**src/rtl/mem_wb_stage.sv**
```systemverilog
// mem_wb_stage
// MEM/WB pipeline register and write-back stage for the 16-bit processor.
// It holds the selected write-back value and destination for one cycle and
// presents them as the register-file write port. That port is also the
// forwarding source for earlier stages. It also counts retired instructions.
module mem_wb_stage #(
   parameter int DATA_WIDTH     = 16,
   parameter int REG_ADDR_WIDTH = 4
) (
   input  logic                      clock,
   input  logic                      reset,
   input  logic                      stall,
   input  logic                      flush,
   input  logic                      inValid,
   input  logic                      RegWrite,
   input  logic                      MemtoReg,
   input  logic                      RegDst,
   input  logic [REG_ADDR_WIDTH-1:0] rt,
   input  logic [REG_ADDR_WIDTH-1:0] rd,
   input  logic [DATA_WIDTH-1:0]     aluResult,
   input  logic [DATA_WIDTH-1:0]     memData,
   output logic                      outValid,
   output logic                      wbEnable,
   output logic [REG_ADDR_WIDTH-1:0] wbAddr,
   output logic [DATA_WIDTH-1:0]     wbData,
   output logic [15:0]               retired
);

   logic                      validQ;
   logic                      regWriteQ;
   logic [REG_ADDR_WIDTH-1:0] addrQ;
   logic [DATA_WIDTH-1:0]     dataQ;

   // Stage register. Reset clears everything. A flush loads a bubble but
   // keeps the retired count. A stall freezes all state. Otherwise the
   // stage captures the write-back selection made from the MEM-stage inputs.
   // The retired count advances only for real instructions and wraps silently.
   always_ff @(posedge clock) begin
      if (reset) begin
         validQ    <= 1'b0;
         regWriteQ <= 1'b0;
         addrQ     <= '0;
         dataQ     <= '0;
         retired   <= '0;
      end else if (flush) begin
         validQ    <= 1'b0;
         regWriteQ <= 1'b0;
         addrQ     <= '0;
         dataQ     <= '0;
      end else if (!stall) begin
         validQ    <= inValid;
         regWriteQ <= RegWrite & inValid;
         addrQ     <= RegDst ? rd : rt;
         dataQ     <= MemtoReg ? memData : aluResult;
         if (inValid) begin
            retired <= retired + 16'd1;
         end
      end
   end

   // The write port comes straight from the registers. Register 0 is hardwired,
   // so a destination of 0 never asserts the enable. This also keeps such
   // a destination from producing a forwarding hit.
   assign outValid = validQ;
   assign wbAddr   = addrQ;
   assign wbData   = dataQ;
   assign wbEnable = regWriteQ & validQ & (addrQ != '0);

endmodule

```
**config.mk**
```make
export PLATFORM = sky130hd
export DESIGN_NAME = mem_wb_stage
export DESIGN_NICKNAME = d
export VERILOG_FILES = /design/src/rtl/mem_wb_stage.sv
export SDC_FILE = /design/constraint.sdc
export NUM_CORES = 1
export LEC_CHECK = 0
export ABC_CLOCK_PERIOD_IN_PS = 2000
export CORE_MARGIN = 2
export CORE_UTILIZATION = 40
export CTS_BUF_LIST = sky130_fd_sc_hd__clkbuf_8
export CTS_CLUSTER_DIAMETER = 40
export DETAILED_ROUTE_END_ITERATION = 12
export DONT_BUFFER_PORTS = 1
export GPL_ROUTABILITY_DRIVEN = 0
export HOLD_SLACK_MARGIN = 0.03
export PLACE_DENSITY = 0.64
export SLEW_MARGIN = 20
export SYNTH_ARGS = -nofsm -noshare
export SYNTH_HDL_FRONTEND = slang
export SYNTH_SLANG_ARGS = --single-unit
```
**constraint.sdc**
```tcl
create_clock -name clock -period 2 [get_ports clock]
set_input_delay 0.4 -clock clock [delete_from_list [all_inputs] [get_ports clock]]
set_output_delay 0.4 -clock clock [all_outputs]
set_load 0.02 [all_outputs]
```
; After elaboration in Yosys (flattened, before gate mapping)
; Cells that the tools add are included.
[totals]
rom_bits = 0
mem_count = 0
ramBits = 0
latch_bits = 0
reg_bits = 38
out_inout_bits = 38
inputBits = 48
word_cells = 16
[op_classes]
mul = 0
bitwise_logic = 5
n_reduce_logical = 3
n_addsub = 1
n_eq_ne = 0
magnitude_cmp = 0
shift = 0
div = 0
muxes = 2
[ops]
columns = operator, n
row1 = "adder 16 x 1 -> 16 bit, second input constant", 1
row2 = two-way mux 16 bit, 1
row3 = two-way mux 4 bit, 1
row4 = nonzero test 4 bit, 1
row5 = AND 1 bit, 3
row6 = AND reduction 3 bit, 1
row7 = inverter 1 bit, 2
row8 = OR reduction 2 bit, 1

; Depth between registers and ports, before layout
; Gate-level depths: netlist of run 1.
[logic_depth]
ltp_word = 2
ltp_mapped = 6
ltp_nobuf = 5

; Worst setup path before layout of run 1
; Ideal clock, no wire load.
[synth_timing]
path_type = reg-to-reg
start = register retired[0]
end = register retired[14]
t_required_ps = 1929
setup_ps = 71
arrival_time_ps = 1925
synth_period_minus_slack_ps = 1995
path_slack_ps = 5
stages_incl_launch_ff = 7
cell_sequence = dfxtp_1 > ha_1 > and4bb_4 > or4b_1 > buf_2 > or3_1 > a21oi_1
[synth_between]
elab_chain_cells = 1
[synth_rtl]
columns = item, line_no
row1 = from (decl), 26  ; output logic [15:0] retired
row2 = from (signal assigned), 56  ; retired <= retired + 16'd1;
row3 = adder 16 x 1 -> 16 bit, 56
; Every way passes these cells.
; A chain may end at the register's enable or synchronous reset.

; Final worst setup path of run 1
[layout_timing]
start = register retired[1]
end = register retired[14]
; Same word-level chain as after synthesis.

==> metrics.txt, run 1 <==
status finished clean; FF-to-FF End retired[14]; drt drc 0; Ant. Diodes 0; setup_tns 0 ns; gr usage total 0.150; R2R depth 5; Final Hold Fails 0; Util after Layout 0.475; synth top area cells dfxtp_1, mux2i_1, nor2_1; CTS tree yes; PnR Total Power between 1.5 and 2 mW; leading cell type in the layout, fill and taps excluded nor2_1; Die X-Extent ~70 µm; HPWL after DPL around 2.6 mm; HP Class input port to flip-flop; Synth cell types 32; Setup Viol. Count Final 0; FF-to-FF setup slack between 0.15 and 0.2 ns; synth warn 0; CP max FO 7; r2r startpoint retired[1]; area share of the leading cell type in the synthesized netlist 0.437; DR iter-0 viols 42; Mapped Area between 1500 and 2000 µm²; vias per std cell ~5.3; initial antenna violation count 0; largest net degree at the start of global routing between 40 and 50; Worst Path Arrival between 2 and 2.5 ns; total die area 4890 µm²; Die H roughly 70 µm; Finished Cell Area just under 2000 µm²; clk buf depth 2; initial core utilization 0.426; # fillers about 430; Yosys reg bits 38; H-tree Lvls 2; Hold Slack approximately 0.17 ns; HP Start reset; global-route wire length before repair between 5 and 6 mm; period utilization 0.914; count of boundary I/O pins between 80 and 90; Core ar. ~4000 µm²; Setup WS pre-CTS 0.125 ns; post-synthesis sequential area ratio 0.437; clock skew between 0.004 and 0.005 ns; routed vias around 1400; Pwr Density 785 nW/µm²; Post-DP Area 1830 µm²; top cell type by total area after synthesis dfxtp_1; Mapped Cells ~210; DR pass1 iterations 4; Pleak 0.792 nW; Worst-Margin Slew 0.376 ns; number of global-route vias before repair about 1300; row count 23; worst skew pair latency about 0.29 ns; Worst IR Drop VDD ~320 µV; Worst Path Class, Setup flip-flop to flip-flop; layout cells sized above 1 0.118; RSZ-0062 raised after global routing false; Area growth syn-to-layout 11.6%; # hold bufs at CTS 0; fin cells 261; Worst Hold Depth 1; I/O Buffers 0; Max Clk Rate roughly 550 MHz; nets 259; worst hold endpoint retired[10]; post-route minimum period 1.83 ns; CTS Sinks 38; CP startpoint kind flip-flop; Setup Buffers After CTS 0; final worst slack roughly 0.17 ns; WP data required 2.22 ns; Avg Synthesized Cell Area 8.48 µm²; CTS clock-pin slew for the worst setup and hold paths 0.07 ns; drt total wl approximately 3.6 mm; max-cap violations 0; CTS Buf Count 5; Resize count post-CTS 0; syn nets between 200 and 300; post-route ant nets 0; dpl cells between 200 and 300; most frequent cells in the layout nor2_1, dfxtp_1, a21oi_1; Setup crit end kind flip-flop; CTS root buf clkbuf_8; final slew viol count 0; wire per inst about 14 µm; gr ovfl total 0; Slew HR 0.747
-- worst max-delay path by stage --
stage               startpoint           to  slack [ns]  cells past startpoint
floorplan           retired[0]  retired[14]       0.005                      6
global placement         flush  retired[14]        0.13                      4
detailed placement       flush  retired[14]        0.13                      4
CTS                 retired[1]  retired[14]         0.1                      5
global route        retired[1]  retired[14]        0.07                      5
finish              retired[1]  retired[14]        0.17                      5
-- layer usage --
layer / global-route usage / part of all wire / vias up
li1: - / - / 707
met1: 0.157 / 0.41 / 606
met2: 0.269 / 0.46 / 67
met3: 0.0606 / 0.11 / 7
met4: 0.0513 / 0.012 / 0
met5: 0 / 0 / -
-- cells in the mapped netlist --
master	n
nand2b_1	1
a31o_2	1
xnor2_1	3
buf_6	1
and4bb_4	1
a21oi_1	26
mux2_2	1
ha_1	1
buf_2	3
or3b_1	1
nor4_1	1
or3_1	4
and2_1	1
xor2_1	4
mux2_1	2
nor2b_1	4
o21ai_0	4
or4b_1	1
clkbuf_1	10
mux2i_1	21
or2_0	1
nand2_1	4
nor3_1	2
and4_1	1
nand3_1	4
nor2_1	55
nor4_4	1
and3_1	1
a22oi_1	1
nand4_1	4
inv_1	2
dfxtp_1	38
-- registers in the layout, summed over array words and instances, names as in the netlist --
name,cells
retired,16
wbData,16
outValid,1
wbAddr,4
regWriteQ,1
-- power by group --
group | leakage, nW | switching (mW) | total (mW) | internal [mW]
Clock | 0.0579 | 0.265 | 0.632 | 0.367
Combinational | 0.426 | 0.0411 | 0.0893 | 0.0482
Sequential | 0.308 | 0.0294 | 0.802 | 0.773
Total | 0.792 | 0.335 | 1.52 | 1.19
-- kinds of logic (layout without fill, tap and decap cells) --
kind of cell,count (synthesis),after routing,synth area share
and+or+nand+nor,87,87,0.243
AOI/OAI and AO/OA,32,32,0.0957
adders and majority gates,1,1,0.00719
muxes,24,24,0.140
DFF,38,38,0.437
buffers and inverters,16,22,0.0410
xor gates and xnor gates,7,7,0.0353
-- critical path, stage by stage, from the launching register on --
cell and delay [ns]:
dfxtp_1 0.34, ha_1 0.15, and4bb_4 0.26, or4b_4 0.51
or3_1 0.36, a21oi_1 0.14
-- area by class of cell --
| cell class | count | area [µm²] | area share |
|---|---|---|---|
| Tap cell | 50 | 62.6 | 0.0322 |
| Clock buffer | 5 | 68.8 | 0.0355 |
| Timing Repair Buffer | 12 | 90.1 | 0.0464 |
| Clock inverter | 3 | 40.0 | 0.0206 |
| Multi-Input combinational cell | 151 | 911 | 0.469 |
| Sequential cell | 38 | 761 | 0.392 |
| Inverter | 2 | 7.51 | 0.00387 |
Power figures use the tool's default switching activity.
==> run 2: changes to the inputs <==
- CORE_UTILIZATION: 40 -> 52
- PLACE_DENSITY: 0.64 -> 0.78
==> run 2 against run 1 <==
Effect of this change: non-clock buffer count stayed put; combinational power is essentially flat; via count up 1.1%; register-to-register slack got worse by 0.05 ns; hold slack about the same; final cell count down 2.3%; final area fell by 1.5%; core utilization is 14 points higher; worst setup slack lost 0.046 ns; count of clock-buffer cells in the layout is 1 higher; sequential share of layout area up 0.59 points; critical endpoint unchanged; critical path depth unchanged; critical path type unchanged.
==> metrics.txt, run 2 (synthesis results as in run 1) <==
Worst IR Drop VDD 471 µV (+46%); met1 wire length 1.40 mm (-5.9%); nets 259 (unchanged); status finished clean; CTS Sinks 38 (unchanged); Max Clk Rate 534 MHz (-2.4%); Pwr Density 741 nW/µm² (-5.5%); gr ovfl total 0 (unchanged); Top Metal Used met4; gr usage total 0.200 (+0.0502); clock skew 0.00198 ns (-0.00212 ns); Die H 61.8 µm (-12%); CTS Buf Count 5 (unchanged); Core ar. 3130 µm² (-23%); max-cap violations 0 (unchanged); final slew viol count 0 (unchanged); Setup crit end kind flip-flop; DR WL met2 1.88 mm (+11%); sw power 323 µW (-3.6%); Area growth syn-to-layout 9.93%; P_int 1.09 mW (-7.9%); Worst Path Class, Setup flip-flop to flip-flop; DR iter-0 viols 77 (+83%); clk buf depth 2 (unchanged); largest net degree at the start of global routing 46 (unchanged); Pleak 0.785 nW (-0.91%); Setup Buffers After CTS 0 (unchanged); I/O Buffers 0 (unchanged); global-route wire length before repair 5.51 mm (-7.6%); R2R depth 5 (unchanged); routed vias 1402 (+1.1%); Hold Slack 0.174 ns (+0.000496 ns); most frequent cells in the layout nor2_1, dfxtp_1, a21oi_1; CP startpoint kind flip-flop; initial core utilization 0.556 (+0.130); Worst Path Arrival 2.10 ns (+0.05 ns); DR pass1 iterations 4 (unchanged); RSZ-0062 raised after global routing false; Ant. Diodes 0 (unchanged); CTS root buf clkbuf_8; post-route minimum period 1.87 ns (+0.0456 ns); number of global-route vias before repair 1304 (-2.5%); Worst-Margin Slew 0.398 ns (+0.0218 ns); Setup Viol. Count Final 0 (unchanged); post-route ant nets 0 (unchanged); initial antenna violation count 0 (unchanged); drt drc 0 (unchanged); # hold bufs at CTS 0 (unchanged); CTS tree yes; combinational share of power 0.063 (+0.004); CP max FO 7 (unchanged); Die X-Extent 61.8 µm (-12%); Worst Hold Depth 1 (unchanged); count of boundary I/O pins 86 (unchanged); wire per inst 14.5 µm (+3.9%); worst skew pair latency 0.29 ns (about the same); total die area 3820 µm² (-22%); row count 20 (-13%); layout cells sized above 1 0.109 (-0.00948); WP data required 2.22 ns (about the same); Final Hold Fails 0 (unchanged); setup_tns 0 ns (unchanged); HPWL after DPL 2.74 mm (+3.4%); HP Class input port to flip-flop; period utilization 0.937 (+0.0228); sequential power share 0.566 (+0.039); Slew HR 0.734 (-0.0136); WL met3 334 µm (-18%); Clk pwr share 0.371 (-0.044); leading cell type in the layout, fill and taps excluded nor2_1; switching share of power 0.228 (+0.00801); drt total wl 3.69 mm (+1.5%); H-tree Lvls 2 (unchanged); vias per std cell 5.50 (+3.5%); CTS clock-pin slew for the worst setup and hold paths 0.07 ns (about the same); Resize count post-CTS 0 (unchanged)
==> run 2: final cells by class <==
type                            count  area, µm²
Tap cell                           44       55.1
Multi-Input combinational cell    151        907
Sequential cell                    38        761
Timing Repair Buffer               12       90.1
Fill cell                         284       1220
Clock buffer                        6       82.6
Clock inverter                      2       8.76
Inverter                            2       7.51
==> run 2: path summary, 6_finish.rpt <==
kind                   start           to  slack [ns]
hold reg to reg    regWriteQ    regWriteQ        0.51
setup / recovery  retired[1]  retired[14]        0.13
hold / removal         reset  retired[10]        0.17
setup reg to reg  retired[1]  retired[14]        0.13
==> run 2: through the flow <==
step                       util  setup slack [ns]  instance area (µm²)  power [mW]  cells
after floorplan               -           0.00456                 1740       0.919    205
after global placement    0.582             0.148                 1820       0.909    247
after detailed placement  0.582             0.117                 1820       0.911    247
after CTS                 0.611             0.120                 1910        1.44    255
after global routing      0.611            0.0274                 1910        1.48    255
final                     0.611             0.126                 1910        1.42    255
==> run 2: power groups by stage <==
| stage | Clock (mW) | Sequential, mW | Combinational (mW) |
|---|---|---|---|
| 2_1_floorplan | 0 | 0.820 | 0.0998 |
| 3_3_place_gp | 0 | 0.820 | 0.0893 |
| 3_5_place_dp | 0 | 0.821 | 0.0907 |
| 4_1_cts | 0.542 | 0.803 | 0.0908 |
| 5_1_grt | 0.575 | 0.805 | 0.102 |
| 6_report | 0.525 | 0.803 | 0.0892 |
==> run 2: worst max-delay path: stages (launching register included) <==
cell	delay (ns)
dfxtp_1	0.34
ha_1	0.14
and4bb_4	0.25
or4b_1	0.56
or3_1	0.38
a21oi_1	0.14
==> run 2: per-layer routing <==
layer | global-route usage | vias up
met3 | 0.0580 | 5
li1 | - | 703
met2 | 0.376 | 61
met4 | 0.109 | 0
met1 | 0.194 | 633
met5 | 0 | -
==> run 3: changes to the inputs <==
- ABC_CLOCK_PERIOD_IN_PS: 2000 -> 1800
- PLACE_DENSITY: 0.78 -> 0.75
- SKIP_CTS_REPAIR_TIMING: not set -> 1
- clock period: 2 -> 1.8 ns (I/O delays scaled with it)
==> run 3 against run 2 <==
Effect of this change: worst setup slack got worse by 0.076 ns; final area is 2.6% higher; global-route usage is 0.31 points lower; critical path depth unchanged; sequential cell count is the same; final cell count up 0.78%; sequential share of layout area decreased by 0.61 points; die area unchanged; core utilization is 1.6 points higher; total power is 6.7% higher; critical path type unchanged; critical endpoint is now retired[10].
==> metrics.txt, run 3 (synthesis results as in run 1) <==
count of boundary I/O pins 86 (unchanged); drt drc 0 (unchanged); WL met3 369 µm (+10%); HPWL after DPL 2.75 mm (+0.37%); HP Class input port to flip-flop; CP max FO 7 (unchanged); PnR Total Power 1.51 mW (+6.7%); max-cap violations 0 (unchanged); Worst Path Class, Setup flip-flop to flip-flop; leading cell type in the layout, fill and taps excluded nor2_1; final slew viol count 0 (unchanged); Core ar. 3130 µm² (unchanged); Final Hold Fails 0 (unchanged); Die H 61.8 µm (unchanged); Ant. Diodes 0 (unchanged); DR iter-0 viols 49 (-36%); period utilization 0.972 (+0.0352); row count 20 (unchanged); Area growth syn-to-layout 12.7%; gr ovfl total 0 (unchanged); CTS Buf Count 5 (unchanged); Top Metal Used met4; Slew HR 0.732 (-0.00175); clock skew 0.00302 ns (+0.00104 ns); gr usage total 0.197 (-0.00308); Setup crit end kind flip-flop; Pwr Density 771 nW/µm² (+4.1%); CTS tree yes; Worst IR Drop VDD 656 µV (+39%); clk buf depth 2 (unchanged); nets 262 (+1.2%); Max Clk Rate 571 MHz (+7.1%); most frequent cells in the layout nor2_1, dfxtp_1, a21oi_1; initial antenna violation count 0 (unchanged); RSZ-0062 raised after global routing true; I/O Buffers 0 (unchanged); final worst slack 0.0500 ns (-0.0760 ns); Setup WS pre-CTS -0.0310 ns (-0.148 ns); vias per std cell 5.66 (+2.9%); Pleak 0.796 nW (+1.5%); R2R depth 5 (unchanged); Worst Hold Depth 1 (unchanged); status finished clean; post-route ant nets 0 (unchanged); Worst-Margin Slew 0.401 ns (+0.00262 ns); layout cells sized above 1 0.150 (+0.0412); Setup Viol. Count Final 0 (unchanged); total die area 3820 µm² (unchanged); number of global-route vias before repair 1327 (+1.8%); largest net degree at the start of global routing 46 (unchanged); Die X-Extent 61.8 µm (unchanged); CP startpoint kind flip-flop; routed vias 1454 (+3.7%); worst skew pair latency 0.28 ns (about the same); Worst Path Arrival 1.97 ns (-0.13 ns); global-route wire length before repair 5.51 mm (unchanged); CTS Sinks 38 (unchanged); CTS root buf clkbuf_8; DR pass1 iterations 4 (unchanged); met1 wire length 1.50 mm (+6.8%); DR WL met2 1.81 mm (-3.5%); CTS clock-pin slew for the worst setup and hold paths 0.07 ns (about the same); post-route minimum period 1.75 ns (-0.124 ns); WP data required 2.02 ns (-0.20 ns); initial core utilization 0.556 (unchanged); wire per inst 14.6 µm (+0.95%); drt total wl 3.75 mm (+1.7%); H-tree Lvls 2 (unchanged)
## run 3: cell types whose count changed in the layout (fill, tap and decap cells not counted), moves of 2 or more
cell	before	now
buf_4	12	15
a21oi_1	26	24
a21oi_2	0	2
dfxtp_1	38	36
dfxtp_4	0	2
or3_1	4	2
or3_4	0	2
## run 3: per-stage QoR
| step | cells | cell area (µm²) | setup TNS, ns | hold WS, ns | util |
|---|---|---|---|---|---|
| after floorplan | 205 | 1750 | -0.119 | 0.481 | - |
| after global placement | 250 | 1850 | 0 | 0.426 | 0.592 |
| after detailed placement | 250 | 1850 | -0.0582 | 0.428 | 0.592 |
| after CTS | 257 | 1930 | -0.0929 | 0.125 | 0.616 |
| after global routing | 257 | 1960 | -0.0374 | 0.126 | 0.627 |
| final | 257 | 1960 | 0 | 0.135 | 0.627 |
## run 3: path summary, 6_finish.rpt
kind | slack [ns] | start | end
worst max-delay path | 0.05 | retired[0] | retired[10]
worst min-delay path | 0.13 | reset | retired[14]
worst min register to register | 0.52 | regWriteQ | regWriteQ
worst max register to register | 0.05 | retired[0] | retired[10]
## run 3: area by class of cell
cell class | count | area, µm²
fill | 282 | 1170
multi-input combinational | 151 | 941
sequential | 38 | 768
timing repair buffer | 15 | 113
clock buffer | 5 | 68.8
tap | 44 | 55.1
clock inverter | 2 | 7.51
inverter | 2 | 7.51
## run 3: metal layers
layer | up-vias | global-route usage
met5 | - | 0
met4 | 0 | 0.0912
met3 | 9 | 0.0787
met2 | 67 | 0.350
met1 | 669 | 0.201
li1 | 709 | -
## run 3: worst max-delay path: stages, from the launching register on
cell and delay, ns:
dfxtp_4 0.36, ha_4 0.12, and4bb_4 0.23, or4b_4 0.51
or3_4 0.35, a21oi_2 0.12
## run 3: power by group
part	internal, mW	switching (mW)
clock network	0.255	0.266
registers	0.858	0.0335
logic	0.0539	0.0469
total	1.17	0.346
